$ cat config.mk
export PLATFORM = sky130hd
export DESIGN_NAME = lvds_nibble_deframer_flat
export DESIGN_NICKNAME = d
export VERILOG_FILES = /design/src/rtl/lvds_nibble_deframer_pkg.sv /design/src/rtl/lvds_nibble_deframer_if.sv /design/src/rtl/lvds_nibble_deframer_fifo.sv /design/src/rtl/lvds_nibble_deframer.sv /design/src/flat_wrapper.sv
export SDC_FILE = /design/constraint.sdc
export NUM_CORES = 1
export LEC_CHECK = 0
export CAP_MARGIN = 20
export CORE_AREA = 2 2 108 110
export CTS_CLUSTER_DIAMETER = 80
export DETAILED_ROUTE_END_ITERATION = 16
export DIE_AREA = 0 0 110 112
export PLACE_DENSITY = 0.75
export SETUP_SLACK_MARGIN = 0.05
export SLEW_MARGIN = 40
export SYNTH_ARGS = -nofsm -noshare
export SYNTH_HDL_FRONTEND = slang
export SYNTH_SLANG_ARGS = --single-unit
$ cat constraint.sdc
create_clock -name clk -period 4.3 [get_ports clk]
set_input_delay 0.645 -clock clk [delete_from_list [all_inputs] [get_ports clk]]
set_output_delay 0.645 -clock clk [all_outputs]
set_load 0.01 [all_outputs]
$ cat src/rtl/lvds_nibble_deframer_pkg.sv
// lvds_link_pkg: types and constants shared by the 4-bit LVDS link blocks.
//   nibble_t          - one lane nibble
//   deframer_state_t  - receive framing states
//   SYNC0/SYNC1_DEFAULT - sync pair, also used by the TX framer
package lvds_link_pkg;

    typedef logic [3:0] nibble_t;

    typedef enum logic [1:0] {
        HUNT,
        SYNC1_WAIT,
        PAYLOAD,
        CHECK
    } deframer_state_t;

    localparam nibble_t SYNC0_DEFAULT = 4'hA;
    localparam nibble_t SYNC1_DEFAULT = 4'h5;

endpackage

$ cat src/rtl/lvds_nibble_deframer_if.sv
// lvds_nibble_deframer_if: valid/ready byte stream leaving the deframer.
//   data  - payload byte at the FIFO head
//   last  - head byte is the last payload byte of its frame
//   valid - a byte is available
//   ready - downstream takes the head when valid & ready
interface lvds_nibble_deframer_if;

    logic [7:0] data;
    logic       last;
    logic       valid;
    logic       ready;

    modport master (output data, output last, output valid, input ready);
    modport slave  (input data, input last, input valid, output ready);

endinterface

$ cat src/rtl/lvds_nibble_deframer_fifo.sv
// lvds_sync_fifo: single-clock FIFO holding {last, byte} words.
//   clk, rst_n  - clock, asynchronous active-low reset (empties the FIFO)
//   push, wdata - write request and word
//   pop         - read request (ignored while empty)
//   rdata       - word at the head, held until popped
//   full, empty - occupancy flags
//   ovf         - 1-cycle pulse: a push was dropped because the FIFO was full
module lvds_sync_fifo #(
    parameter int FIFO_DEPTH = 8
) (
    input  logic       clk,
    input  logic       rst_n,
    input  logic       push,
    input  logic [8:0] wdata,
    input  logic       pop,
    output logic [8:0] rdata,
    output logic       full,
    output logic       empty,
    output logic       ovf
);

    localparam int PTR_W = $clog2(FIFO_DEPTH);

    logic [8:0]       mem [FIFO_DEPTH];
    logic [PTR_W-1:0] wr_ptr;
    logic [PTR_W-1:0] rd_ptr;
    logic [PTR_W:0]   count;
    logic             push_ok;
    logic             pop_ok;

    assign full  = (count == (PTR_W+1)'(FIFO_DEPTH));
    assign empty = (count == '0);
    assign rdata = mem[rd_ptr];

    // A full FIFO still accepts a push when the head leaves in the same cycle.
    assign pop_ok  = pop && !empty;
    assign push_ok = push && (!full || pop_ok);

    always_ff @(posedge clk) begin
        if (push_ok) begin
            mem[wr_ptr] <= wdata;
        end
    end

    always_ff @(posedge clk or negedge rst_n) begin
        if (!rst_n) begin
            wr_ptr <= '0;
            rd_ptr <= '0;
            count  <= '0;
            ovf    <= 1'b0;
        end else begin
            ovf <= push && !push_ok;
            if (push_ok) begin
                wr_ptr <= wr_ptr + PTR_W'(1);
            end
            if (pop_ok) begin
                rd_ptr <= rd_ptr + PTR_W'(1);
            end
            case ({push_ok, pop_ok})
                2'b10:   count <= count + (PTR_W+1)'(1);
                2'b01:   count <= count - (PTR_W+1)'(1);
                default: count <= count;
            endcase
        end
    end

endmodule

$ cat src/rtl/lvds_nibble_deframer.sv
// lvds_nibble_deframer: receive framing stage of the 4-bit LVDS link.
// Hunts for the sync pair, assembles PAYLOAD_BYTES bytes (low nibble first),
// checks the XOR checksum nibble and buffers bytes for the downstream echo logic.
//   clk, rst_n          - clock, asynchronous active-low reset
//   rx_en, rx_nibble    - lane nibble, consumed only when rx_en is high
//   out_if (master)     - byte stream {data, last, valid, ready}
//   frame_ok, frame_err - 1-cycle checksum result pulses
//   ovf                 - 1-cycle pulse: byte dropped on a full FIFO
//   frame_cnt, err_cnt  - saturating good/bad frame counters
//
// state      | meaning
// HUNT       | waiting for SYNC0
// SYNC1_WAIT | SYNC0 seen, waiting for SYNC1
// PAYLOAD    | collecting 2*PAYLOAD_BYTES payload nibbles
// CHECK      | next nibble is the XOR checksum
module lvds_nibble_deframer
    import lvds_link_pkg::*;
#(
    parameter int      PAYLOAD_BYTES = 4,
    parameter int      FIFO_DEPTH    = 8,
    parameter nibble_t SYNC0         = SYNC0_DEFAULT,
    parameter nibble_t SYNC1         = SYNC1_DEFAULT
) (
    input  logic        clk,
    input  logic        rst_n,
    input  logic        rx_en,
    input  nibble_t     rx_nibble,
    lvds_nibble_deframer_if.master out_if,
    output logic        frame_ok,
    output logic        frame_err,
    output logic        ovf,
    output logic [15:0] frame_cnt,
    output logic [15:0] err_cnt
);

    localparam int               IDX_W    = $clog2(2 * PAYLOAD_BYTES);
    localparam logic [IDX_W-1:0] LAST_IDX = IDX_W'(2 * PAYLOAD_BYTES - 1);

    deframer_state_t  state;
    logic [IDX_W-1:0] idx;
    nibble_t          xor_acc;
    nibble_t          low_nib;
    logic             push_req;
    logic [8:0]       push_word;
    logic [8:0]       head_word;
    logic             fifo_full;
    logic             fifo_empty;
    logic             fifo_pop;

    always_ff @(posedge clk or negedge rst_n) begin
        if (!rst_n) begin
            state     <= HUNT;
            idx       <= '0;
            xor_acc   <= '0;
            low_nib   <= '0;
            push_req  <= 1'b0;
            push_word <= '0;
            frame_ok  <= 1'b0;
            frame_err <= 1'b0;
            frame_cnt <= '0;
            err_cnt   <= '0;
        end else begin
            push_req  <= 1'b0;
            frame_ok  <= 1'b0;
            frame_err <= 1'b0;
            if (rx_en) begin
                case (state)
                    HUNT: begin
                        if (rx_nibble == SYNC0) begin
                            state <= SYNC1_WAIT;
                        end
                    end
                    SYNC1_WAIT: begin
                        if (rx_nibble == SYNC1) begin
                            state   <= PAYLOAD;
                            idx     <= '0;
                            xor_acc <= '0;
                        end else if (rx_nibble != SYNC0) begin
                            state <= HUNT;
                        end
                    end
                    PAYLOAD: begin
                        xor_acc <= xor_acc ^ rx_nibble;
                        if (!idx[0]) begin
                            low_nib <= rx_nibble;
                        end else begin
                            // Bytes go out before the checksum is known; the
                            // push is registered so the FIFO write lands one cycle later.
                            push_req  <= 1'b1;
                            push_word <= {(idx == LAST_IDX), rx_nibble, low_nib};
                        end
                        if (idx == LAST_IDX) begin
                            state <= CHECK;
                        end else begin
                            idx <= idx + IDX_W'(1);
                        end
                    end
                    CHECK: begin
                        if (rx_nibble == xor_acc) begin
                            frame_ok <= 1'b1;
                            if (frame_cnt != 16'hFFFF) begin
                                frame_cnt <= frame_cnt + 16'd1;
                            end
                        end else begin
                            frame_err <= 1'b1;
                            if (err_cnt != 16'hFFFF) begin
                                err_cnt <= err_cnt + 16'd1;
                            end
                        end
                        state <= HUNT;
                    end
                    default: state <= HUNT;
                endcase
            end
        end
    end

    assign fifo_pop = out_if.valid && out_if.ready;

    lvds_sync_fifo #(
        .FIFO_DEPTH (FIFO_DEPTH)
    ) u_fifo (
        .clk   (clk),
        .rst_n (rst_n),
        .push  (push_req),
        .wdata (push_word),
        .pop   (fifo_pop),
        .rdata (head_word),
        .full  (fifo_full),
        .empty (fifo_empty),
        .ovf   (ovf)
    );

    assign out_if.valid = !fifo_empty;
    assign out_if.last  = head_word[8];
    assign out_if.data  = head_word[7:0];

    fifo_flags_exclusive : assert property (@(posedge clk) disable iff (!rst_n)
        !(fifo_full && fifo_empty));

endmodule
$ cat src/flat_wrapper.sv
// flat-port wrapper written by rule: the top's interface ports become plain ports
module lvds_nibble_deframer_flat import lvds_link_pkg::*;
#(
    parameter int      PAYLOAD_BYTES = 4,
    parameter int      FIFO_DEPTH    = 8,
    parameter nibble_t SYNC0         = SYNC0_DEFAULT,
    parameter nibble_t SYNC1         = SYNC1_DEFAULT
)
  (clk, rst_n, rx_en, rx_nibble, frame_ok, frame_err, ovf, frame_cnt, err_cnt, out_if_data, out_if_last, out_if_valid, out_if_ready);
  lvds_nibble_deframer_if out_if_i ();
  input  logic clk;
  input  logic rst_n;
  input  logic rx_en;
  input  nibble_t rx_nibble;
  output logic frame_ok;
  output logic frame_err;
  output logic ovf;
  output logic [15:0] frame_cnt;
  output logic [15:0] err_cnt;
  output wire logic [$bits(out_if_i.data)-1:0] out_if_data;
  output wire logic [$bits(out_if_i.last)-1:0] out_if_last;
  output wire logic [$bits(out_if_i.valid)-1:0] out_if_valid;
  input wire logic [$bits(out_if_i.ready)-1:0] out_if_ready;
  assign out_if_data = out_if_i.data;
  assign out_if_last = out_if_i.last;
  assign out_if_valid = out_if_i.valid;
  assign out_if_i.ready = out_if_ready;
  lvds_nibble_deframer #(.PAYLOAD_BYTES(PAYLOAD_BYTES), .FIFO_DEPTH(FIFO_DEPTH), .SYNC0(SYNC0), .SYNC1(SYNC1)) u_core (.clk(clk), .rst_n(rst_n), .rx_en(rx_en), .rx_nibble(rx_nibble), .out_if(out_if_i), .frame_ok(frame_ok), .frame_err(frame_err), .ovf(ovf), .frame_cnt(frame_cnt), .err_cnt(err_cnt));
endmodule
======== Yosys cells after proc, flatten, opt, wreduce, memory -nomap -nowiden ========
Memories as Yosys holds them, arrays and structs flattened.
Index checks and enable logic that the tools add are counted.
cells by class
  $add $sub $neg .......................... 7
  equality and inequality tests ........... 18
  multiplexer cells ....................... 22
  bitwise gates (word level) .............. 3
  reductions and logical operators ........ 19
operator list
  operator                 number
  $add A16 B1 Y16 const B  2
  $ne A16 B16 Y1 const B   2
  $pmux W4 S2              2
  $reduce_and A4 Y1        4
  $mux W1                  11
  $add A3 B1 Y3 const B    3
  $reduce_and A3 Y1        3
  $eq A4 B4 Y1 const B     2
  $mux W2                  4
  $pmux W2 S4              1
  $eq A2 B2 Y1 const B     3
  $mux W3                  2
  $ne A2 B1 Y1 const B     3
  $pmux W3 S2              1
  $add A4 B1 Y4 const B    1
  $eq A2 B1 Y1 const B     2
  $eq A4 B3 Y1 const B     1
  $eq A4 B4 Y1             1
  $logic_and A1 B1 Y1      4
  $logic_not A4 Y1         1
  $mux W4                  1
  $ne A4 B4 Y1 const B     1
  $reduce_bool A2 Y1       2
  $sub A4 B1 Y4 const B    1
  8 further kinds          11
word-level totals
  register bits ........................... 68
  memory bits (writable) .................. 72
  bits of input ports ..................... 8
  output and inout bits ................... 45
  logic and storage cells ................. 84
  memories kept ........................... 1
memory list
  memory             depth  bits a word  rd ports  clocked after Yosys merged registers in  write ports  line                             RTL
  u_core.u_fifo.mem  8      9            1         0                                        1            lvds_nibble_deframer_fifo.sv:24  logic [8:0] mem [FIFO_DEPTH];

======== Depth between registers and ports, before layout ========
  depth after elaboration ................. 8
  depth in mapped cells ................... 8
  depth with buffers taken out ............ 8

======== Modules after synthesis ========
From an unflattened synthesis, not the netlist that was laid out.
second synthesis, totals
  cell total of the unflattened synthesis .. 399
  area, all modules ....................... 6025.8 um2
by module, submodules not included
  module                instances  cells each  area an instance (um2)  seq. area each (um2)
  lvds_sync_fifo        1          176         3404.5                  2437.3
  lvds_nibble_deframer  1          223         2621.3                  1426.4

======== Worst setup path before layout ========
OpenSTA, ideal clock, no wires.
  kind .................................... register to output
  from .................................... register u_core.u_fifo.rd_ptr[0]
  to ...................................... output out_if_data[0]
  arrival time ............................ 1747 ps
  required time ........................... 3655 ps
  slack ................................... 1908 ps
  stages on the path, launching flop included .. 5
  path buffers ............................ 2
  path through ............................ dfrtp_1 buf_2 buf_2 mux4_2 mux2_2
between the ends
  longest elaborated chain between the ends .. 1
ends and longest elaborated chain
  what                      line                             RTL
  start: declaration        lvds_nibble_deframer_fifo.sv:26  logic [PTR_W-1:0] rd_ptr;
  start signal: assignment  lvds_nibble_deframer_fifo.sv:57  rd_ptr <= rd_ptr + PTR_W'(1);
  $mem_v2 Z8 W9             n/a
  end: declaration          flat_wrapper.sv:20               output wire logic [$bits(out_if_i.data)-1:0] out_if_data;
Every way passes these cells.

======== Worst setup path in the final report ========
Ends and elaborated chain as after synthesis.

==> impl_metrics.ini <==
[status]
status = completed

[drt]
wl_um = 11300
drtIter0Drc = 163
ant_nets = 0
drc = 0
route.detailed.wl_per_inst_um = 18.2
drtPass1Iterations = 4
vias = 3468
drt-vias-per-instance = 5.57

[timing]
hold_viol = 0
finalSetupViolations = 0
period_share_pct = 78.3
rsz0062_at_grt = false
tightestPinTransition_ns = 0.644
setup_tns_ns = 0
post-route-min-period_ns = 3.37
fmax_mhz = 297
slew_headroom_pct = 56.8
maxSlewViolCount = 0
skew_ns = 0.00585
fin_ws_ns = 0.935
holdWs_ns = 0.179

[die]
core_region_area_um2 = 11200
die_h_um = 112
die_area_um2 = 12300
ios = 53
start_util_pct = 53.6
rows = 39
die_w_um = 110

[global_routing]
grt_use_total_pct = 20.5
antenna_found_initial = 0
grt_pass1_vias = 3649
grt.overflow.total = 0
grt_first_pass_wirelength_um = 18900
grt_max_degree = 36

[critical_path]
critPathLaunch = u_core.u_fifo.rd_ptr[0]$_DFFE_PN0N_
reg2reg_depth = 8
critPathLaunchType = flop
arrival_ns = 2.72
r2r_end = u_core.u_fifo.count[3]$_DFFE_PN0P_
timing.rr.start = u_core.u_fifo.count[1]$_DFFE_PN0P_
rrSetupSlack_ns = 1.72
worstSetupPathType = reg2out
critPathCapture = out_if_data[0]
cp_max_fo = 12
end_kind = output pin
critical_path_required_ns = 3.65

[cts]
postCtsSetupBuffers = 0
cts_inserted_buffers = 17
clock_path_buffers = 2
cts_hold_buf = 0
worstSkewPairLatency_ns = 0.41
cts_num_sinks = 140
cts_tree = done
root_buffer = clkbuf_16
post_cts_resized = 0
h-tree-depth = 4
clkSlewWorstSetupHoldPaths_ns = 0.06

[power_and_ir_drop]
p_per_area_nw_per_um2 = 593
p_leak_nw = 2.89
ir_drop_mv = 0.275

[placed_design]
place_ws_ns = 1.27
gp_congestion = 0.788
dp_hpwl_um = 7410
numPlacedInstances = 591
portBuffers = 52

[cells_and_area]
drive_above_1_share_pct = 19.4
fin_util_pct = 65.9
antenna_cells = 0
final_cells = 623
nets = 489
area_growth_pct = 22.9

[synth]
synthDistinctLibCells = 42
syn_inst = 394
ys_seq_area_share_pct = 64.5
syn-num-nets = 416
yosysTopAreaCell = edfxtp_1
synthTopCellsByCount = 72 x edfxtp_1, 68 x dfrtp_1, 31 x xnor2_1
synth-edff-count = 72
synth-seq-cells = 140
yosys_warnings = 0
syn-cell-area_um2 = 5990
synth.most_common_cell = edfxtp_1
syn_area_per_cell_um2 = 15.2
synth_top_area_share_pct = 36.1
async_flop_share_pct = 48.6
synth_flop_cell = edfxtp_1
synth_area_leaders = edfxtp_1 36%, dfrtp_1 28%, mux4_2 6.8%

[worst_hold_path]
hold_path.class = in2async

[job]
drv.max_cap_violation_count = 0
[cell families after synthesis]
family	Yosys count	share of synthesized area (%)
muxes	50	12.7
DFF	140	64.5
xor gates and xnor gates	39	5.70
AOI/OAI and AO/OA	20	2.57
buffers and inverters	18	1.17
and+or+nand+nor	113	10.3
adders and majority gates	14	3.05
[registers in the layout, summed over array words and instances, names as in the netlist, named ones only]
register / flops
u_core.u_fifo.mem: 72
u_core.err_cnt: 16
u_core.frame_cnt: 16
u_core.push_word: 9
u_core.low_nib: 4
u_core.u_fifo.count: 4
u_core.xor_acc: 4
u_core.idx: 3
u_core.u_fifo.rd_ptr: 3
u_core.u_fifo.wr_ptr: 3
u_core.frame_err: 1
u_core.frame_ok: 1
u_core.push_req: 1
u_core.state: 1
u_core.u_fifo.ovf: 1
[worst min path at each step]
stage	endpoint	slack, ns	depth (start not counted)
after floorplan	async pin	0.35	0
after global placement	u_core.err_cnt[11]$_DFFE_PN0P_	0.48	1
after detailed placement	u_core.err_cnt[11]$_DFFE_PN0P_	0.48	1
after CTS	u_core.frame_cnt[15]$_DFFE_PN0P_	0.33	1
after global routing	u_core.u_fifo.count[0]$_DFFE_PN0P_	0.20	1
final	u_core.frame_cnt[15]$_DFFE_PN0P_	0.18	1
[power by group]
part / switching [W] / leakage, nW / internal (W)
sequential: 0.000268 / 1.57 / 0.00163
clock: 0.000554 / 0.282 / 0.000973
combinational: 0.000382 / 1.04 / 0.000567
[cell usage in the layout, fill, tap and decap left out, types with 6 or more instances in the layout]
cell             instances
nand4_1                 13
edfxtp_1                72
mux4_2                  18
inv_1                   10
ha_1                    13
mux2_2                  28
clkinvlp_4               6
clkdlybuf4s50_1         51
nor2_1                  13
xor2_1                   8
and3_1                   7
nand2_1                 26
dfrtp_1                 67
clkbuf_16               17
nand3_1                 20
xnor2_1                 31
buf_4                   11
[layer usage]
| metal | share of wire (%) | routed length [um] | track usage, % |
|---|---|---|---|
| met1 | 43 | 4870 | 26.9 |
| met2 | 51 | 5790 | 32.8 |
| met3 | 4.4 | 498 | 5.62 |
| met4 | 1.4 | 161 | 7.68 |
| met5 | 0 | 0 | 0 |
[through the flow]
stage,total power (W),cell area (um^2)
floorplan,0.00249,5990
global placement,0.00281,6730
detailed placement,0.00287,6740
CTS,0.00441,7360
global route,0.00459,7360
finish,0.00437,7360
[area by class of cell]
type	count	area [um^2]
Timing Repair Buffer	62	593
Inverter	10	37.5
Sequential cell	140	3860
Clock inverter	13	191
Multi-Input combinational cell	236	2060
Tap cell	143	179
Fill cell	781	3810
Clock buffer	19	433
[worst max-delay path, cell delays in order, from the launching register on]
cell             delay [ns]
dfrtp_1                0.65
buf_4                  0.36
mux4_2                 0.54
mux2_2                 0.28
clkdlybuf4s50_1        0.48
(Power assumes the default switching activity.)
